[src/rtl/hazard_pkg.sv]
// Shared types and constants for the pipeline hazard unit and its
// operand-forwarding selectors.
package hazard_pkg;

   typedef enum logic [1:0] {
      FWD_RF  = 2'b00,
      FWD_WB  = 2'b01,
      FWD_MEM = 2'b10
   } fwd_sel_t;

   typedef enum logic [1:0] {
      RUN  = 2'b00,
      WAIT = 2'b01,
      ERR  = 2'b10
   } hz_state_t;

   localparam logic [1:0] RESULT_SRC_LOAD = 2'b01;

endpackage

[src/rtl/hazard_unit_forward_sel.sv]
// Operand forwarding select for one Execute-stage source register.
// The Memory stage holds the younger result, so it takes priority.
module forward_sel
   import hazard_pkg::*;
(
   input  logic       RegWriteM,
   input  logic [4:0] RdM,
   input  logic       RegWriteW,
   input  logic [4:0] RdW,
   input  logic [4:0] RsE,
   output logic [1:0] Fwd
);

   fwd_sel_t w_sel;

   always_comb begin
      w_sel = FWD_RF;
      if (RegWriteM && (RdM != 5'd0) && (RdM == RsE))
         w_sel = FWD_MEM;
      else if (RegWriteW && (RdW != 5'd0) && (RdW == RsE))
         w_sel = FWD_WB;
   end

   assign Fwd = w_sel;

endmodule

[src/rtl/hazard_unit.sv]
// Pipeline hazard unit: forwarding, load-use stall, branch flush and a
// data-memory wait watchdog that latches a timeout error until reset.
module hazard_unit
   import hazard_pkg::*;
#(
   parameter int MAX_WAIT = 15
)(
   input  logic       clk,
   input  logic       rst,
   input  logic [4:0] Rs1D,
   input  logic [4:0] Rs2D,
   input  logic [4:0] Rs1E,
   input  logic [4:0] Rs2E,
   input  logic [4:0] RdE,
   input  logic [1:0] ResultSrcE,
   input  logic       PCSrcE,
   input  logic       RegWriteM,
   input  logic [4:0] RdM,
   input  logic       RegWriteW,
   input  logic [4:0] RdW,
   input  logic       MemReqM,
   input  logic       MemReadyM,
   output logic [1:0] ForwardAE,
   output logic [1:0] ForwardBE,
   output logic       StallF,
   output logic       StallD,
   output logic       StallE,
   output logic       StallM,
   output logic       FlushD,
   output logic       FlushE,
   output logic       FlushW,
   output logic       MemTimeout
);

   localparam logic [8:0] W_MAX = 9'(MAX_WAIT);

   hz_state_t  r_state;
   hz_state_t  w_state_next;
   logic [7:0] r_wait_cnt;
   logic [7:0] w_wait_cnt_next;
   logic [1:0] w_fwd_a;
   logic [1:0] w_fwd_b;
   logic       w_lw_stall;
   logic       w_mem_stall;

   forward_sel u_fwd_a (
      .RegWriteM (RegWriteM),
      .RdM       (RdM),
      .RegWriteW (RegWriteW),
      .RdW       (RdW),
      .RsE       (Rs1E),
      .Fwd       (w_fwd_a)
   );

   forward_sel u_fwd_b (
      .RegWriteM (RegWriteM),
      .RdM       (RdM),
      .RegWriteW (RegWriteW),
      .RdW       (RdW),
      .RsE       (Rs2E),
      .Fwd       (w_fwd_b)
   );

   assign w_lw_stall  = (ResultSrcE == RESULT_SRC_LOAD) && (RdE != 5'd0) &&
                        ((RdE == Rs1D) || (RdE == Rs2D));
   assign w_mem_stall = MemReqM && !MemReadyM;

   always_ff @(posedge clk) begin
      if (rst) begin
         r_state    <= RUN;
         r_wait_cnt <= 8'd0;
      end else begin
         r_state    <= w_state_next;
         r_wait_cnt <= w_wait_cnt_next;
      end
   end

   always_comb begin
      w_state_next    = r_state;
      w_wait_cnt_next = r_wait_cnt;
      case (r_state)
         RUN: begin
            w_wait_cnt_next = 8'd0;
            if (w_mem_stall)
               w_state_next = WAIT;
         end
         WAIT: begin
            if (MemReadyM) begin
               w_state_next    = RUN;
               w_wait_cnt_next = 8'd0;
            end else begin
               // The RUN cycle that raised the stall counts too, so the
               // watchdog fires on stalled cycle MAX_WAIT+1.
               if (w_mem_stall && (({1'b0, r_wait_cnt} + 9'd1) >= W_MAX))
                  w_state_next = ERR;
               if (r_wait_cnt != 8'hFF)
                  w_wait_cnt_next = r_wait_cnt + 8'd1;
            end
         end
         ERR:     w_state_next = ERR;
         default: w_state_next = RUN;
      endcase
   end

   // A branch held during a memory stall is frozen by StallE and flushed
   // as soon as the stall drops, since the flush terms follow live inputs.
   always_comb begin
      ForwardAE  = w_fwd_a;
      ForwardBE  = w_fwd_b;
      StallF     = 1'b0;
      StallD     = 1'b0;
      StallE     = 1'b0;
      StallM     = 1'b0;
      FlushD     = 1'b0;
      FlushE     = 1'b0;
      FlushW     = 1'b0;
      MemTimeout = 1'b0;
      if (rst) begin
         ForwardAE = FWD_RF;
         ForwardBE = FWD_RF;
         FlushD    = 1'b1;
         FlushE    = 1'b1;
         FlushW    = 1'b1;
      end else if (r_state == ERR) begin
         StallF     = 1'b1;
         StallD     = 1'b1;
         StallE     = 1'b1;
         StallM     = 1'b1;
         FlushW     = 1'b1;
         MemTimeout = 1'b1;
      end else begin
         StallF = w_lw_stall || w_mem_stall;
         StallD = w_lw_stall || w_mem_stall;
         StallE = w_mem_stall;
         StallM = w_mem_stall;
         FlushW = w_mem_stall;
         FlushD = PCSrcE && !w_mem_stall;
         FlushE = (w_lw_stall || PCSrcE) && !w_mem_stall;
      end
   end

endmodule

[config.mk]
export PLATFORM = sky130hd
export DESIGN_NAME = hazard_unit
export DESIGN_NICKNAME = d
export VERILOG_FILES = /design/src/rtl/hazard_pkg.sv /design/src/rtl/hazard_unit_forward_sel.sv /design/src/rtl/hazard_unit.sv
export SDC_FILE = /design/constraint.sdc
export NUM_CORES = 1
export LEC_CHECK = 0
export BUFFER_PORTS_ARGS = -buffer_cell sky130_fd_sc_hd__buf_2
export CAP_MARGIN = 20
export CORE_AREA = 2 2 58 54
export CTS_CLUSTER_DIAMETER = 60
export DETAILED_ROUTE_END_ITERATION = 16
export DIE_AREA = 0 0 60 56
export PLACE_DENSITY = 0.75
export SETUP_SLACK_MARGIN = 0.1
export SYNTH_ARGS = -nofsm -noshare
export SYNTH_HDL_FRONTEND = slang
export SYNTH_HIERARCHICAL = 1
export SYNTH_SLANG_ARGS = --single-unit
[constraint.sdc]
create_clock -name clk -period 2.45 [get_ports clk]
set_input_delay 0.6125 -clock clk [delete_from_list [all_inputs] [get_ports clk]]
set_output_delay 0.6125 -clock clk [all_outputs]
set_load 0.005 [all_outputs]
* After elaboration in Yosys (flattened, before gate mapping) *
Index checks and enable logic that the tools add are counted.

word-level totals
  flip-flop bits (word level) = 10
  output and inout port bits = 12

operators by class
  $add $sub $neg = 2
  equal/unequal tests = 13
  magnitude comparators = 1
  muxes and demuxes = 24
  reduce and logical (&&, ||, !) cells = 24

operators with widths
  operator               count
  $eq A5 B5 Y1           6
  $mux W8                2
  $pmux W8 S2            1
  $reduce_bool A5 Y1     3
  $mux W2                7
  $mux W1                13
  $logic_and A1 B1 Y1    12
  $add A8 B1 Y9 const B  1
  $ge A9 B4 Y1 const B   1
  $add A8 B1 Y8 const B  1
  $ne A8 B8 Y1 const B   1
  $ne A3 B3 Y1 const B   2
  $pmux W2 S3            1
  $eq A2 B1 Y1 const B   2
  $reduce_and A2 Y1      2
  $logic_or A1 B1 Y1     3
  $eq A2 B2 Y1 const B   1
  $logic_not A1 Y1       2
  $logic_not A2 Y1       1
  $ne A2 B2 Y1 const B   1
  $reduce_bool A2 Y1     1

* Logic depth before layout (Yosys ltp) *
Gate-level depths: netlist of the first run.

  depth in word-level cells = 7
  mapped depth = 6
  depth with buffers taken out = 6

* By module *
Netlist of the first run, hierarchy kept.

by module, submodules not included
  module       cells each  area an instance (um^2)  times used
  hazard_unit  117         950.9                    1
  forward_sel  20          151.4                    2

* Worst setup path before layout of the first run *
No wires, ideal clock.

  path type = in2out
  from = input port RdE[1]
  to = output port StallF
  setup slack = 0.225 ns
  data required time = 1.837 ns
  cell stages on the path = 5
  arrival time = 1.613 ns
  cells stage by stage = or4_1 -> o21ai_0 -> or2_2 -> o22ai_1 -> buf_4

between the ends
  cells in the longest elaborated chain, start to end = 6

RTL lines
  element                                                    line                                  text
  start: declaration                                         hazard_unit.sv:14                     input logic [4:0] RdE,
  $eq A5 B5 Y1 or $reduce_bool A5 Y1 (tied branches)         hazard_unit.sv:65, hazard_unit.sv:64
  $logic_or A1 B1 Y1 or $logic_and A1 B1 Y1 (tied branches)  hazard_unit.sv:65, hazard_unit.sv:64
  $logic_and A1 B1 Y1 (*)                                    hazard_unit.sv:64                     assign w_lw_stall = (ResultSrcE == RESULT_SRC_LOAD) && (RdE != 5'd0) &&
  $logic_or A1 B1 Y1 (*)                                     -
  $mux W1 (*) (2 in a row)                                   -
  end: declaration                                           hazard_unit.sv:25                     output logic StallF,

Mark *: on every way between the ends. The rest lies on a longest branch, timed or not.

* Worst setup path after layout of the first run *
  from = input port RdE[4]
  to = output port StallF

between the ends
  cells in the longest elaborated chain, start to end = 6

RTL lines
  element                                                    line                                  text
  $eq A5 B5 Y1 or $reduce_bool A5 Y1 (tied branches)         hazard_unit.sv:65, hazard_unit.sv:64
  $logic_or A1 B1 Y1 or $logic_and A1 B1 Y1 (tied branches)  hazard_unit.sv:65, hazard_unit.sv:64
  $logic_and A1 B1 Y1 (*)                                    hazard_unit.sv:64
  $logic_or A1 B1 Y1 (*)                                     hazard_unit.sv:132                    StallF = w_lw_stall || w_mem_stall;
  $mux W1 (*)                                                hazard_unit.sv:124                    end else if (r_state == ERR) begin
  $mux W1 (*)                                                hazard_unit.sv:118                    if (rst) begin

Marks and branches as above.

==> results_dict.tcl, run 1 <==
set metrics [dict create \
    finalSetupTns_ns 0 \
    grt_max_degree 22 \
    start_util_pct 46.0 \
    cts-root-buf "clkbuf_4" \
    clockBufferDepth 2 \
    fin_area_mm2 0.00160 \
    cp_slowest_cell "or4_4" \
    wirelength_mm 3.20 \
    synth.distinct_cells 46 \
    cp-end-kind "output port" \
    arrival_ns 1.76 \
    io_buffers 55 \
    core-area_mm2 0.00273 \
    hold_class "flip-flop to flip-flop" \
    drt_iter0_drc 77 \
    antenna_cells 0 \
    fillerInstances 254 \
    fin_ws_ns 0.0784 \
    antenna_found_initial 0 \
    fp.dieArea_mm2 0.00336 \
    crit_fanout 2 \
    cts_buffers 3 \
    clock-sinks 10 \
    place_congestion 0.821 \
    seq_area_frac_synth_pct 16.0 \
    powerDensity_mw_per_mm2 307 \
    synthFlopType "dfxtp_1" \
    syn_to_final_growth_pct 27.7 \
    synth_top_area_share_pct 16.0 \
    yosys_warnings 6 \
    setup_viol 0 \
    finalHoldViolCount 0 \
    place_area_mm2 0.00150 \
    slew_headroom_pct 72.0 \
    yosysMostFrequentCell "xor2_1" \
    async_flop_share_pct 0 \
    final.period_utilization_pct 96.8 \
    yosysTopAreaCell "dfxtp_1" \
    ys_ff_latch 10 \
    via_per_inst 5.41 \
    grt_pass1_wl_mm 4.98 \
    die_h_um 56 \
    synth_cells 157 \
    ant_nets 0 \
    path_class "primary input to output port" \
    track_usage_pct 18.4 \
    overflow 0 \
    clkLatencyLatePin_ns 0.27 \
    synthesis.area_mm2 0.00125 \
    drv_cap 0 \
    dp_worst_setup_slack_ns 0.0577 \
    ir_worst_vdd_mv 0.113 \
    multi_input_area_mm2 0.00100 \
    avgSynthCellArea_um2 7.99 \
    rows 18 \
    grt_pass1_vias 1190 \
    rsz0062_at_grt "true" \
    p_leak_nw 0.669 \
    die_x_um 60 \
    drive_above_1_share_pct 38.6 \
    synth_edf_count 0 \
    cp.required_ns 1.84 \
    fmax_ghz 0.422 \
    finalNetCount 254 \
    finalCriticalPeriod_ns 2.37 \
    tritoncts "done" \
    syn_nets 203 \
    ios 56 \
    clk_pin_slew_ns 0.07 \
    finClkSkew_ns 0.00554 \
    via_count 1336 \
    synthTopCellsByCount "xor2_1, xnor2_1, dfxtp_1, nor2_1, nand2_1" \
    worstMarginPinSlew_ns 0.420 \
    seqCellArea_um2 200 \
    slew_viol_final 0 \
    ctsHoldBuffers 0 \
    synth_area_leaders "dfxtp_1, xor2_1, xnor2_1" \
    htreeDepth 1 \
    dr.pass1.iters 8 \
    status "finished, final reports clean" \
    worstPathCellList "buf_8 > or4_4 > o21ai_2 > or2_4 > o22ai_4 > buf_2" \
    hpwl_mm 2.41 \
    crit_path_max_incr_delay_ns 0.52 \
    cp-start-kind "primary input" \
    wl_per_cell_um 12.9 \
    drc 0 \
]
## sequential cells by signal, summed over array words and instances (netlist names)
register,flops
r_wait_cnt,8
r_state,2
## layer usage
metal,track usage (%),wire (µm),part of all wire (%)
met1,24.6,1420,44
met2,30.4,1570,49
met3,1.63,153,4.8
met4,5.71,61,1.9
met5,0,0,0
## through the flow
| stage | util [%] | hold slack, ns | cells | power, mW |
|---|---|---|---|---|
| after floorplan | - | 0.515 | 157 | 0.256 |
| after global placement | 55.2 | 0.553 | 242 | 0.327 |
| after detailed placement | 55.2 | 0.556 | 242 | 0.329 |
| after CTS | 56.5 | 0.567 | 246 | 0.481 |
| after global routing | 58.8 | 0.610 | 247 | 0.519 |
| final | 58.8 | 0.568 | 247 | 0.492 |
## area by class of cell
| cell class | count | area share [%] |
|---|---|---|
| multi-input combinational | 134 | 62.5 |
| timing repair buffer | 57 | 19.1 |
| tap | 40 | 3.12 |
| sequential | 10 | 12.5 |
| inverter | 2 | 0.469 |
| clock buffer | 4 | 2.27 |
## worst max-delay path: cells and delay by family
kind	cells	cell delay, ns
AOI/OAI and AO/OA	2	0.23
buffers and inverters	2	0.24
and+or+nand+nor	2	0.67
## worst paths after layout
check             slack (ns)       endpoint  depth (start not counted)     startpoint
hold / removal          0.57  r_wait_cnt[6]                          1  r_wait_cnt[6]
setup reg to reg        0.83     r_state[0]                          4  r_wait_cnt[2]
hold reg to reg         0.57  r_wait_cnt[6]                          1  r_wait_cnt[6]
setup / recovery        0.08         StallF                          6         RdE[4]
## report_power, final
part	total [mW]	switching (mW)	leakage (nW)	internal (mW)
logic	0.169	0.0843	0.567	0.0849
clock network	0.154	0.0642	0.0210	0.0903
registers	0.169	0.00373	0.0808	0.165
## what timing repair did
| action | in CTS | in global routing |
|---|---|---|
| setup endpoints to repair | 3 | 5 |
| resized for setup | 1 | 12 |
| pin swaps | 0 | 9 |
| setup buffers | 0 | 1 |
| cloned | 0 | 0 |
## cell usage in the layout (no fill, tap or decap), types with 2 or more instances in the layout
cell type  Yosys  layout
a311oi_1       3       3
ha_1           2       2
and3_1         2       2
nor3_1         7       7
a22oi_1        3       3
dfxtp_1       10      10
nor2_1        10      10
nor3_2         2       2
a31oi_1        4       4
buf_2          3      53
o21ai_0        3       2
nor4_1         3       3
clkbuf_4       0       3
xor2_1        17      17
buf_4          2       2
nand3_1        8       8
a21oi_1        7       7
o21bai_1       2       2
nand2b_1       5       5
nor2b_1        6       5
nand2_1        9       9
xnor2_1       13      13
inv_1          2       2
and2_1         2       2
a211oi_2       2       2
a21o_1         3       3
## kinds of logic after synthesis
family / synth area share [%]
DFF: 16.0
buffers and inverters: 7.19
adders and majority gates: 2.00
xor gates and xnor gates: 21.0
and+or+nand+nor: 29.4
AOI/OAI and AO/OA: 23.7
muxes: 0.798
(Power assumes the default switching activity.)
==> run 2, diff against run 1 <==
--- a/config.mk
+++ b/config.mk
@@ -13,6 +13,7 @@
 export DIE_AREA = 0 0 60 56
 export PLACE_DENSITY = 0.75
 export SETUP_SLACK_MARGIN = 0.1
+export SKIP_LAST_GASP = 1
 export SYNTH_ARGS = -nofsm -noshare
 export SYNTH_HDL_FRONTEND = slang
 export SYNTH_HIERARCHICAL = 1
==> constraint.sdc (replaced) <==
create_clock -name clk -period 2.4 [get_ports clk]
set_input_delay 0.6 -clock clk [delete_from_list [all_inputs] [get_ports clk]]
set_output_delay 0.6 -clock clk [all_outputs]
set_load 0.005 [all_outputs]
==> results_dict.tcl, run 2 (synthesis gave the netlist of run 1 again) <==
set metrics [dict create \
    drc 0 \
    powerDensity_mw_per_mm2 312 \
    wirelength_mm 3.19 \
    die_x_um 60 \
    die_h_um 56 \
    worst-path-buf-inv 2 \
    finalHoldViolCount 0 \
    via_per_inst 5.35 \
    wl_per_cell_um 12.9 \
    critPathTopFamily "simple AND/OR/NAND/NOR gates" \
    rows 18 \
    crit_path_max_incr_delay_ns 0.52 \
    p_comb_share_pct 34.5 \
    setup_viol 0 \
    p_leak_nw 0.674 \
    reg.largest.list "r_wait_cnt: 8 flops, r_state: 2 flops" \
    regMostFlops "r_wait_cnt" \
    track_usage_pct 19.0 \
    cp-start-kind "primary input" \
    reg2reg_depth 4 \
    htreeDepth 1 \
    clockBufferDepth 2 \
    rrSetupSlack_ns 0.77 \
    drive_above_1_share_pct 39.1 \
    final_cells 247 \
    worstPathCellList "buf_8 > or4_4 > o21ai_2 > or2_4 > o22ai_2 > buf_2" \
    crit_fanout 2 \
    finalSetupTns_ns 0 \
    grt_max_degree 22 \
    holdPathEnd "r_wait_cnt[6]" \
    io_buffers 55 \
    slew_headroom_pct 71.5 \
    drt-met1-wl_mm 1.43 \
    drt_iter0_drc 72 \
    reg2reg_to "r_state[0]" \
    dp_cells 242 \
    tritoncts "done" \
    fmax_ghz 0.434 \
    overflow 0 \
    fin_ws_ns 0.0934 \
    finalCriticalPeriod_ns 2.31 \
    finClkSkew_ns 0.00444 \
    min_from "r_wait_cnt[6]" \
    p_sw_mw 0.155 \
    ctsHoldBuffers 0 \
    min_path_cells 1 \
    whs_ns 0.567 \
    ios 56 \
    worstMarginPinSlew_ns 0.427 \
    antenna_cells 0 \
    wl_met2_mm 1.59 \
    cp-end-kind "output port" \
    top_layer "met4" \
    via_count 1322 \
    final.period_utilization_pct 96.1 \
    p_clk_share_pct 31.3 \
    mostFrequentLayoutCell "buf_2" \
    cts-root-buf "clkbuf_4" \
    final_cell_mix "buf_2, xor2_1, xnor2_1, nor2_1, dfxtp_1" \
    rsz0062_at_grt "true" \
    clkLatencyLatePin_ns 0.27 \
    cp.required_ns 1.80 \
    antenna_found_initial 0 \
    grt_pass1_vias 1212 \
    core-area_mm2 0.00273 \
    p_seq_share_pct 34.2 \
    wl_met3_um 132 \
    status "finished, final reports clean" \
    arrival_ns 1.71 \
    clk_pin_slew_ns 0.07 \
    hpwl_mm 2.41 \
    grt_pass1_wl_mm 5.10 \
    place_congestion 0.821 \
    finalNetCount 254 \
    ant_nets 0 \
    ir_worst_vdd_mv 0.112 \
    fp.dieArea_mm2 0.00336 \
    syn_to_final_growth_pct 28.6 \
    dr.pass1.iters 6 \
    crit-reg2reg-launch "r_wait_cnt[2]" \
    power.share.switching_pct 30.7 \
    cp_slowest_cell "or4_4" \
    path_class "primary input to output port" \
    drv_cap 0 \
    start_util_pct 46.0 \
    cts_buffers 3 \
    slew_viol_final 0 \
    clock-sinks 10 \
    dp_worst_setup_slack_ns 0.0327 \
    p_int_mw 0.349 \
    largest_reg_flops 8 \
    hold_class "flip-flop to flip-flop" \
]
-- run 2: metrics by stage --
stage | total power [mW] | util, % | instance area, µm²
after floorplan | 0.261 | - | 1250
after global placement | 0.334 | 55.2 | 1500
after detailed placement | 0.335 | 55.2 | 1500
after CTS | 0.497 | 57.7 | 1570
after global routing | 0.531 | 59.2 | 1610
final | 0.503 | 59.2 | 1610
-- run 2: power by group through the flow --
stage | clock network, mW | registers, mW | logic, mW
after floorplan | 0 | 0.175 | 0.0867
after global placement | 0 | 0.176 | 0.158
after detailed placement | 0 | 0.176 | 0.160
after CTS | 0.159 | 0.172 | 0.166
after global routing | 0.167 | 0.173 | 0.191
final | 0.158 | 0.172 | 0.174
-- run 2: worst reg2reg max path, delay by kind of cell (launching register included) --
family / cells / cell delay (ns)
DFF: 1 / 0.47
and+or+nand+nor: 2 / 0.61
AOI/OAI and AO/OA: 2 / 0.50
-- run 2: layout make-up --
cell class / count / area [µm²]
fill: 259 / 1110
timing repair buffer: 57 / 319
clock buffer: 4 / 36.3
multi-input combinational: 134 / 1000
inverter: 2 / 7.51
sequential: 10 / 200
tap: 40 / 50.0
-- run 2: repair_timing --
action	CTS	global route
setup buffers	1	0
endpoints found under the setup margin	3	5
resized for setup	7	9
cloned	0	0
pin swaps	3	11
-- run 2: routing by layer --
layer,track usage [%],vias up
met3,1.63,5
met5,0,-
met1,24.6,605
met4,6.03,0
met2,32.1,39
li1,-,673
-- run 2: how the worst max path moves through the flow --
stage / startpoint / endpoint / slack (ns) / cells past startpoint
after global placement: RdE[1] / StallD / 0.08 / 6
after floorplan: RdE[1] / StallF / 0.20 / 5
after detailed placement: RdE[1] / StallD / 0.03 / 6
final: RdE[4] / StallF / 0.09 / 6
after global routing: RdE[4] / StallF / 0.04 / 6
after CTS: RdE[4] / StallD / 0.09 / 6
==> run 3, diff against run 2 <==
==> constraint.sdc (replaced) <==
create_clock -name clk -period 2.15 [get_ports clk]
set_input_delay 0.5375 -clock clk [delete_from_list [all_inputs] [get_ports clk]]
set_output_delay 0.5375 -clock clk [all_outputs]
set_load 0.005 [all_outputs]
==> results_dict.tcl, run 3 (synthesis gave the netlist of run 1 again) <==
set metrics [dict create \
    status "complete, but fails checks" \
    violations "setup timing" \
    cts_buffers 3 \
    crit-reg2reg-launch "r_wait_cnt[1]" \
    grt_pass1_vias 1209 \
    drc 0 \
    crit_fanout 2 \
    clockBufferDepth 2 \
    drv_cap 0 \
    slew_headroom_pct 69.1 \
    overflow 0 \
    finClkSkew_ns 0.00557 \
    final_util_pct 61.9 \
    track_usage_pct 19.6 \
    p_comb_share_pct 39.4 \
    finalHoldViolCount 0 \
    wirelength_mm 3.37 \
    mostFrequentLayoutCell "buf_2" \
    place_area_mm2 0.00155 \
    ios 56 \
    min_from "r_state[1]" \
    tritoncts "done" \
    worstPathCellList "buf_6 > or4_4 > o21ai_2 > or2_4 > o22ai_1 > buf_2" \
    reg2reg_depth 5 \
    final_cells 252 \
    powerDensity_mw_per_mm2 318 \
    path_class "primary input to output port" \
    reg.largest.list "r_wait_cnt: 8 flops, r_state: 2 flops" \
    clkLatencyLatePin_ns 0.27 \
    multi_input_area_mm2 0.00102 \
    die_h_um 56 \
    htreeDepth 1 \
    dp_cells 248 \
    start_util_pct 46.0 \
    fin_area_mm2 0.00169 \
    slew_viol_final 0 \
    setup_viol 3 \
    rsz0062_at_grt "true" \
    ir_worst_vdd_mv 0.142 \
    regMostFlops "r_wait_cnt" \
    via_per_inst 5.28 \
    place_congestion 0.832 \
    fin_ws_ns -0.0514 \
    cp_slowest_cell "or4_4" \
    rows 18 \
    crit_path_max_incr_delay_ns 0.53 \
    rrSetupSlack_ns 0.48 \
    wl_per_cell_um 13.4 \
    die_x_um 60 \
    cts-root-buf "clkbuf_4" \
    fillerInstances 255 \
    clock-sinks 10 \
    final.period_utilization_pct 102 \
    cp-end-kind "output port" \
    io_buffers 55 \
    dr.pass1.iters 7 \
    hold_class "flip-flop to flip-flop" \
    dp_worst_setup_slack_ns 0.000775 \
    drt_iter0_drc 86 \
    p_clk_share_pct 24.9 \
    via_count 1330 \
    finalNetCount 260 \
    fmax_ghz 0.454 \
    syn_to_final_growth_pct 34.5 \
    final_cell_mix "buf_2, xor2_1, xnor2_1, dfxtp_1" \
    p_int_mw 0.364 \
    grt_pass1_wl_mm 5.14 \
    cp.required_ns 1.61 \
    arrival_ns 1.66 \
    crit_start "RdE[2]" \
    power.share.switching_pct 32.2 \
    p_sw_mw 0.173 \
    worstMarginPinSlew_ns 0.457 \
    ctsHoldBuffers 0 \
    antenna_found_initial 0 \
    finalCriticalPeriod_ns 2.20 \
    drive_above_1_share_pct 41.0 \
    antenna_cells 0 \
    grt_max_degree 18 \
    cp-start-kind "primary input" \
    p_total_mw 0.537 \
    p_seq_share_pct 35.8 \
    fp.dieArea_mm2 0.00336 \
    clk_pin_slew_ns 0.07 \
    seqCellArea_um2 200 \
    whs_ns 0.541 \
    holdPathEnd "r_state[1]" \
    largest_reg_flops 8 \
    p_leak_nw 0.716 \
    min_path_cells 2 \
    finalSetupTns_ns -0.132 \
    ant_nets 0 \
    hpwl_mm 2.50 \
    reg2reg_to "r_state[0]" \
    core-area_mm2 0.00273 \
]
-- run 3: changes by cell type in the layout (fill, tap and decap cells not counted), sizes merged --
cell,before,now
buf,57,62
-- run 3: power groups by stage --
stage | clock (mW) | sequential [mW] | combinational (mW)
global placement | 0 | 0.196 | 0.184
finish | 0.133 | 0.192 | 0.211
CTS | 0.141 | 0.192 | 0.191
floorplan | 0 | 0.195 | 0.0969
global route | 0.152 | 0.192 | 0.230
detailed placement | 0 | 0.196 | 0.186
-- run 3: area by class of cell --
class | count | area share (%)
multi-input cells | 134 | 60.5
inverters | 2 | 0.445
repair buffers | 63 | 22.8
clock buffers | 3 | 1.34
flip-flops and latches | 10 | 11.9
well taps | 40 | 2.97
-- run 3: metal layers --
layer	up-vias	track usage, %	part of all wire, %
met5	-	0	0
met4	0	7.94	1.7
met3	7	4.65	4.8
met2	44	31.4	50
met1	601	24.6	43
li1	678	-	-
-- run 3: repair_timing --
action / 4_1_cts / 5_1_grt
pin swaps: 10 / 10
endpoints found under the hold margin: 0 / 0
gates resized for setup: 6 / 19
setup buffers: 0 / 1
endpoints found under the setup margin: 5 / 7
-- run 3: critical path, delay by kind of cell --
family	cells	cell delay (ns)
buf+inv	2	0.23
simple gates	2	0.66
compound gates	2	0.23
-- run 3: worst max path at each step --
stage | cells past startpoint | slack [ns] | endpoint
global route | 6 | -0.09 | StallF
floorplan | 5 | 0.10 | StallF
CTS | 6 | 0.01 | StallF
finish | 6 | -0.05 | StallF
global placement | 6 | 0.01 | StallF
detailed placement | 6 | 0.0008 | StallF
